## config.mk

```make
export PLATFORM = sky130hd
export DESIGN_NAME = router_input_port
export DESIGN_NICKNAME = d
export VERILOG_FILES = /design/src/rtl/noc_pkg.sv /design/src/rtl/flit_fifo.sv /design/src/rtl/router_input_port.sv
export SDC_FILE = /design/constraint.sdc
export NUM_CORES = 1
export LEC_CHECK = 0
export CORE_ASPECT_RATIO = 0.6
export CORE_MARGIN = 3
export CORE_UTILIZATION = 40
export CTS_BUF_LIST = sky130_fd_sc_hd__clkbuf_4 sky130_fd_sc_hd__clkbuf_8
export DETAILED_ROUTE_END_ITERATION = 7
export PLACE_DENSITY = 0.67
export SYNTH_ARGS = -nofsm -noshare
export SYNTH_HDL_FRONTEND = slang
export SYNTH_SLANG_ARGS = --single-unit
```

## constraint.sdc

```tcl
create_clock -name clk -period 4.8 [get_ports clk]
set_input_delay 0.96 -clock clk [delete_from_list [all_inputs] [get_ports clk]]
set_output_delay 0.96 -clock clk [all_outputs]
set_load 0.02 [all_outputs]
```

## src/rtl/noc_pkg.sv

```systemverilog
// Shared NoC router parameters and flit type.
package noc_pkg;
   localparam int unsigned FLIT_W    = 20;
   localparam int unsigned BUF_DEPTH = 4;
   localparam int unsigned PTR_W     = 2;
   localparam int unsigned CNT_W     = PTR_W + 1;

   typedef logic [FLIT_W-1:0] flit_t;
endpackage

```

## src/rtl/flit_fifo.sv

```systemverilog
// 4-entry flit FIFO: storage, wrapping 2-bit pointers and 0..4 occupancy counter.
module flit_fifo
   import noc_pkg::*;
(
   input  logic  clk,
   input  logic  rst_n,
   input  flit_t wr_data,
   input  logic  wr_req,
   input  logic  rd_req,
   output flit_t rd_data,
   output logic  not_empty,
   output logic  full,
   output logic  rd_en
);

   logic [PTR_W-1:0] wr_ptr;
   logic [PTR_W-1:0] rd_ptr;
   logic [CNT_W-1:0] count;
   flit_t            mem [BUF_DEPTH];
   logic             wr_en;

   assign full      = (count == CNT_W'(BUF_DEPTH));
   assign not_empty = (count != '0);
   // A full FIFO refuses the write even if a read frees a slot on the same edge.
   assign wr_en     = wr_req && !full;
   assign rd_en     = rd_req && not_empty;
   assign rd_data   = not_empty ? mem[rd_ptr] : '0;

   always_ff @(posedge clk) begin
      if (wr_en)
         mem[wr_ptr] <= wr_data;
   end

   always_ff @(posedge clk or negedge rst_n) begin
      if (!rst_n) begin
         wr_ptr <= '0;
         rd_ptr <= '0;
         count  <= '0;
      end else begin
         if (wr_en)
            wr_ptr <= wr_ptr + PTR_W'(1);
         if (rd_en)
            rd_ptr <= rd_ptr + PTR_W'(1);
         case ({wr_en, rd_en})
            2'b10:   count <= count + CNT_W'(1);
            2'b01:   count <= count - CNT_W'(1);
            default: count <= count;
         endcase
      end
   end

endmodule

```

## src/rtl/router_input_port.sv

```systemverilog
// Router input port: credit-based 4-flit buffer with one-cycle credit return.
// Optional sticky overflow flag ovf_err enabled by ROUTER_OVF_CHECK_EN.
module router_input_port
   import noc_pkg::*;
(
   input  logic              clk,
   input  logic              RST,
   input  logic [FLIT_W-1:0] datain,
   input  logic              in_valid,
   output logic              co,
   output logic [FLIT_W-1:0] dataout,
   output logic              out_valid,
   input  logic              out_ready
`ifdef ROUTER_OVF_CHECK_EN
   ,
   output logic              ovf_err
`endif
);

   logic rd_en;
`ifdef ROUTER_OVF_CHECK_EN
   logic full;
`endif

   flit_fifo u_fifo (
      .clk       (clk),
      .rst_n     (RST),
      .wr_data   (datain),
      .wr_req    (in_valid),
      .rd_req    (out_ready),
      .rd_data   (dataout),
      .not_empty (out_valid),
`ifdef ROUTER_OVF_CHECK_EN
      .full      (full),
`else
      .full      (),
`endif
      .rd_en     (rd_en)
   );

   always_ff @(posedge clk or negedge RST) begin
      if (!RST)
         co <= 1'b0;
      else
         co <= rd_en;
   end

`ifdef ROUTER_OVF_CHECK_EN
   always_ff @(posedge clk or negedge RST) begin
      if (!RST)
         ovf_err <= 1'b0;
      else if (in_valid && full)
         ovf_err <= 1'b1;
   end
`endif

endmodule

```

==> metrics.yaml <==
grt_overflow_total: 0
synthSimpleGateAreaFrac: 0.05063
drt_iter0_markers: 96
async_flop_share: 0.09091
routabilityCongestion: 0.7482
slew-limit-headroom: 0.3209
place_area_um2: 4020
muxShareOfSynthArea: 0.1356
synthFlopType: "edfxtp_1"
vias_per_cell: 4.891
dpl.hpwl_mm: 3.823
synth_cell_types: 20
dr.pass1.iters: 4
ir_drop_mv: 0.3025
slew_violations: 0
clk_latency_ps: 360
numCtsBuffers: 9
ios: 46
synth_edf_count: 80
drive_gt1_frac: 0.1577
die_h_um: 78.04
cts_buffer_depth: 2
synth_area_um2: 3460
nNetsFinal: 247
cp_num_buf_inv: 2
wl_per_cell_um: 17.95
critical_path.cell_chain: "buf_4 -> mux4_1 -> and2_1 -> clkdlybuf4s50_1"
antenna_cells: 0
worst_slew_pin_slew_ps: 1019
synthAdderAreaFrac: 0.02387
ant_nets: 0
dpl.cell_count: 314
power.density_nw_per_um2: 633.3
synth_compound_area_frac: 0.003255
power.total_w: 0.002668
core_region_area_um2: 8133
cts-root-buf: "clkbuf_8"
hold_viol_final: 0
fin_skew_ps: 5.559
postLayoutCoreUtil: 0.5180
initial_core_util: 0.4254
crit_arrival_ps: 2660
power.leakage_nw: 1.423
design_area_um2: 4213
fin_cells: 330
ctsResizeCount: 0
rows: 25
antenna_found_initial: 0
dr_total_vias: 1614
grt_pass1_wl_mm: 9.494
hp-class: "flop to flop"
htreeDepth: 3
finalCritPeriodShare: 0.7542
wirelength_mm: 5.922
outcome: "completed"
start_kind: "flop"
cts_setup_buffers: 0
cts_sinks: 88
crit_required_ps: 3840
crit_path_end_kind: "primary output"
rsz0062_at_grt: "no"
yosysTopAreaCell: "edfxtp_1"
drcViolationCount: 0
yosys-top-cells-area: "edfxtp_1 (69%), mux4_2 (12%), dfrtp_1 (5.8%)"
ff2ff_setup_slack_ps: 2420
synthCells: 165
maxCapViolCount: 0
grt_max_degree: 24
synth-seq-cells: 88
ys_seq_area_frac: 0.7523
dieArea_um2: 9837
synth_top_area_frac: 0.6944
first_global_vias: 1671
tns_ps: 0
path_clk_slew_ps: 80
critPathKind: "flop to primary output"
crit_fanout: 16
fmax_ghz: 0.2762
syn_avg_cell_area_um2: 20.97
path_delay_family: "buffers and inverters"
setup_viol: 0
cts_hold_buf: 0
die-width_um: 126.1
post-route-min-period_ps: 3620
numPortBuffers: 45
yosys_warnings: 0
areaGrowthSynthToFinish_pct: 21.77
grt_usage: 0.1333
crit_slowest_cell: "dfrtp_1"
synth_top_family_by_area: "multiplexers"
synth_xor_area_frac: 0.01519
tritoncts: "yes"
synthesis.nets: 195
cp_slowest_stage_delay_ps: 610
-- cell usage in the layout (no fill, tap or decap), types with 2 or more instances in the layout --
| cell type | synthesis | final |
|---|---|---|
| mux4_2 | 18 | 18 |
| xnor2_1 | 3 | 3 |
| edfxtp_1 | 80 | 80 |
| inv_1 | 7 | 7 |
| buf_4 | 0 | 2 |
| mux4_1 | 2 | 2 |
| dfrtp_1 | 8 | 8 |
| clkinv_1 | 0 | 2 |
| ha_1 | 5 | 5 |
| clkinv_2 | 0 | 2 |
| clkbuf_8 | 0 | 10 |
| and2_1 | 25 | 25 |
| xor2_1 | 3 | 3 |
| clkdlybuf4s50_1 | 0 | 45 |
-- report_power, final --
group	total [W]	internal [W]	leakage [nW]	switching, W
combinational	0.00105	0.000546	0.495	0.000509
sequential	0.00112	0.00102	0.827	0.0000997
clock	0.000491	0.000255	0.102	0.000236
-- routing by layer --
metal / wire [um] / GRT usage / share of wire
met1: 2910 / 0.1870 / 0.49
met5: 0 / 0 / 0
met3: 375 / 0.06866 / 0.063
met2: 2585 / 0.1835 / 0.44
met4: 51 / 0.03533 / 0.0086
-- cell families after synthesis --
group                    Yosys count
buffers and inverters             13
AND/OR/NAND/NOR                   29
XOR/XNOR                           6
adder cells (fa/ha/maj)            6
multiplexers                      21
AO/OA/AOI/OAI                      2
flip-flops                        88
-- sequential cells by signal, indices dropped and copies added (netlist names) --
register	flops
co	1
u_fifo.rd_ptr	2
u_fifo.count	3
u_fifo.wr_ptr	2
u_fifo.mem	80
-- worst paths after layout --
check / start / to / cells past startpoint
setup / recovery: u_fifo.rd_ptr[0] / dataout[16] / 4
hold / removal: u_fifo.count[2] / u_fifo.count[2] / 1
setup reg to reg: u_fifo.count[0] / u_fifo.count[1] / 6
hold reg to reg: u_fifo.count[2] / u_fifo.count[2] / 1
max in group asynchronous: RST / u_fifo.rd_ptr[1] / 1
min in group asynchronous: RST / u_fifo.count[0] / 1
-- cells in the mapped netlist (2+ instances only) --
cell and number:
ha_1 5, xnor2_1 3, buf_2 2, buf_6 2, mux4_1 2, inv_1 7, xor2_1 3, clkbuf_1 2
mux4_2 18, dfrtp_1 8, edfxtp_1 80, and2_1 25
-- metrics by stage --
stage / worst slack [ps] / hold slack, ps
finish: 1180 / 506.3
global route: 1006 / 524.8
CTS: 1107 / 507.2
detailed placement: 1514 / 492.7
global placement: 1540 / 484.6
floorplan: 2497 / 458.0
-- layout make-up --
type                            count  area, um2
Tap cell                          108      135.1
Inverter                            7      26.28
Clock inverter                      5      47.55
Sequential cell                    88       2603
Fill cell                         670       3920
Timing Repair Buffer               47      465.4
Multi-Input combinational cell     64      790.8
Clock buffer                       11      145.1
Note: power is estimated with default switching activity, not from simulation.
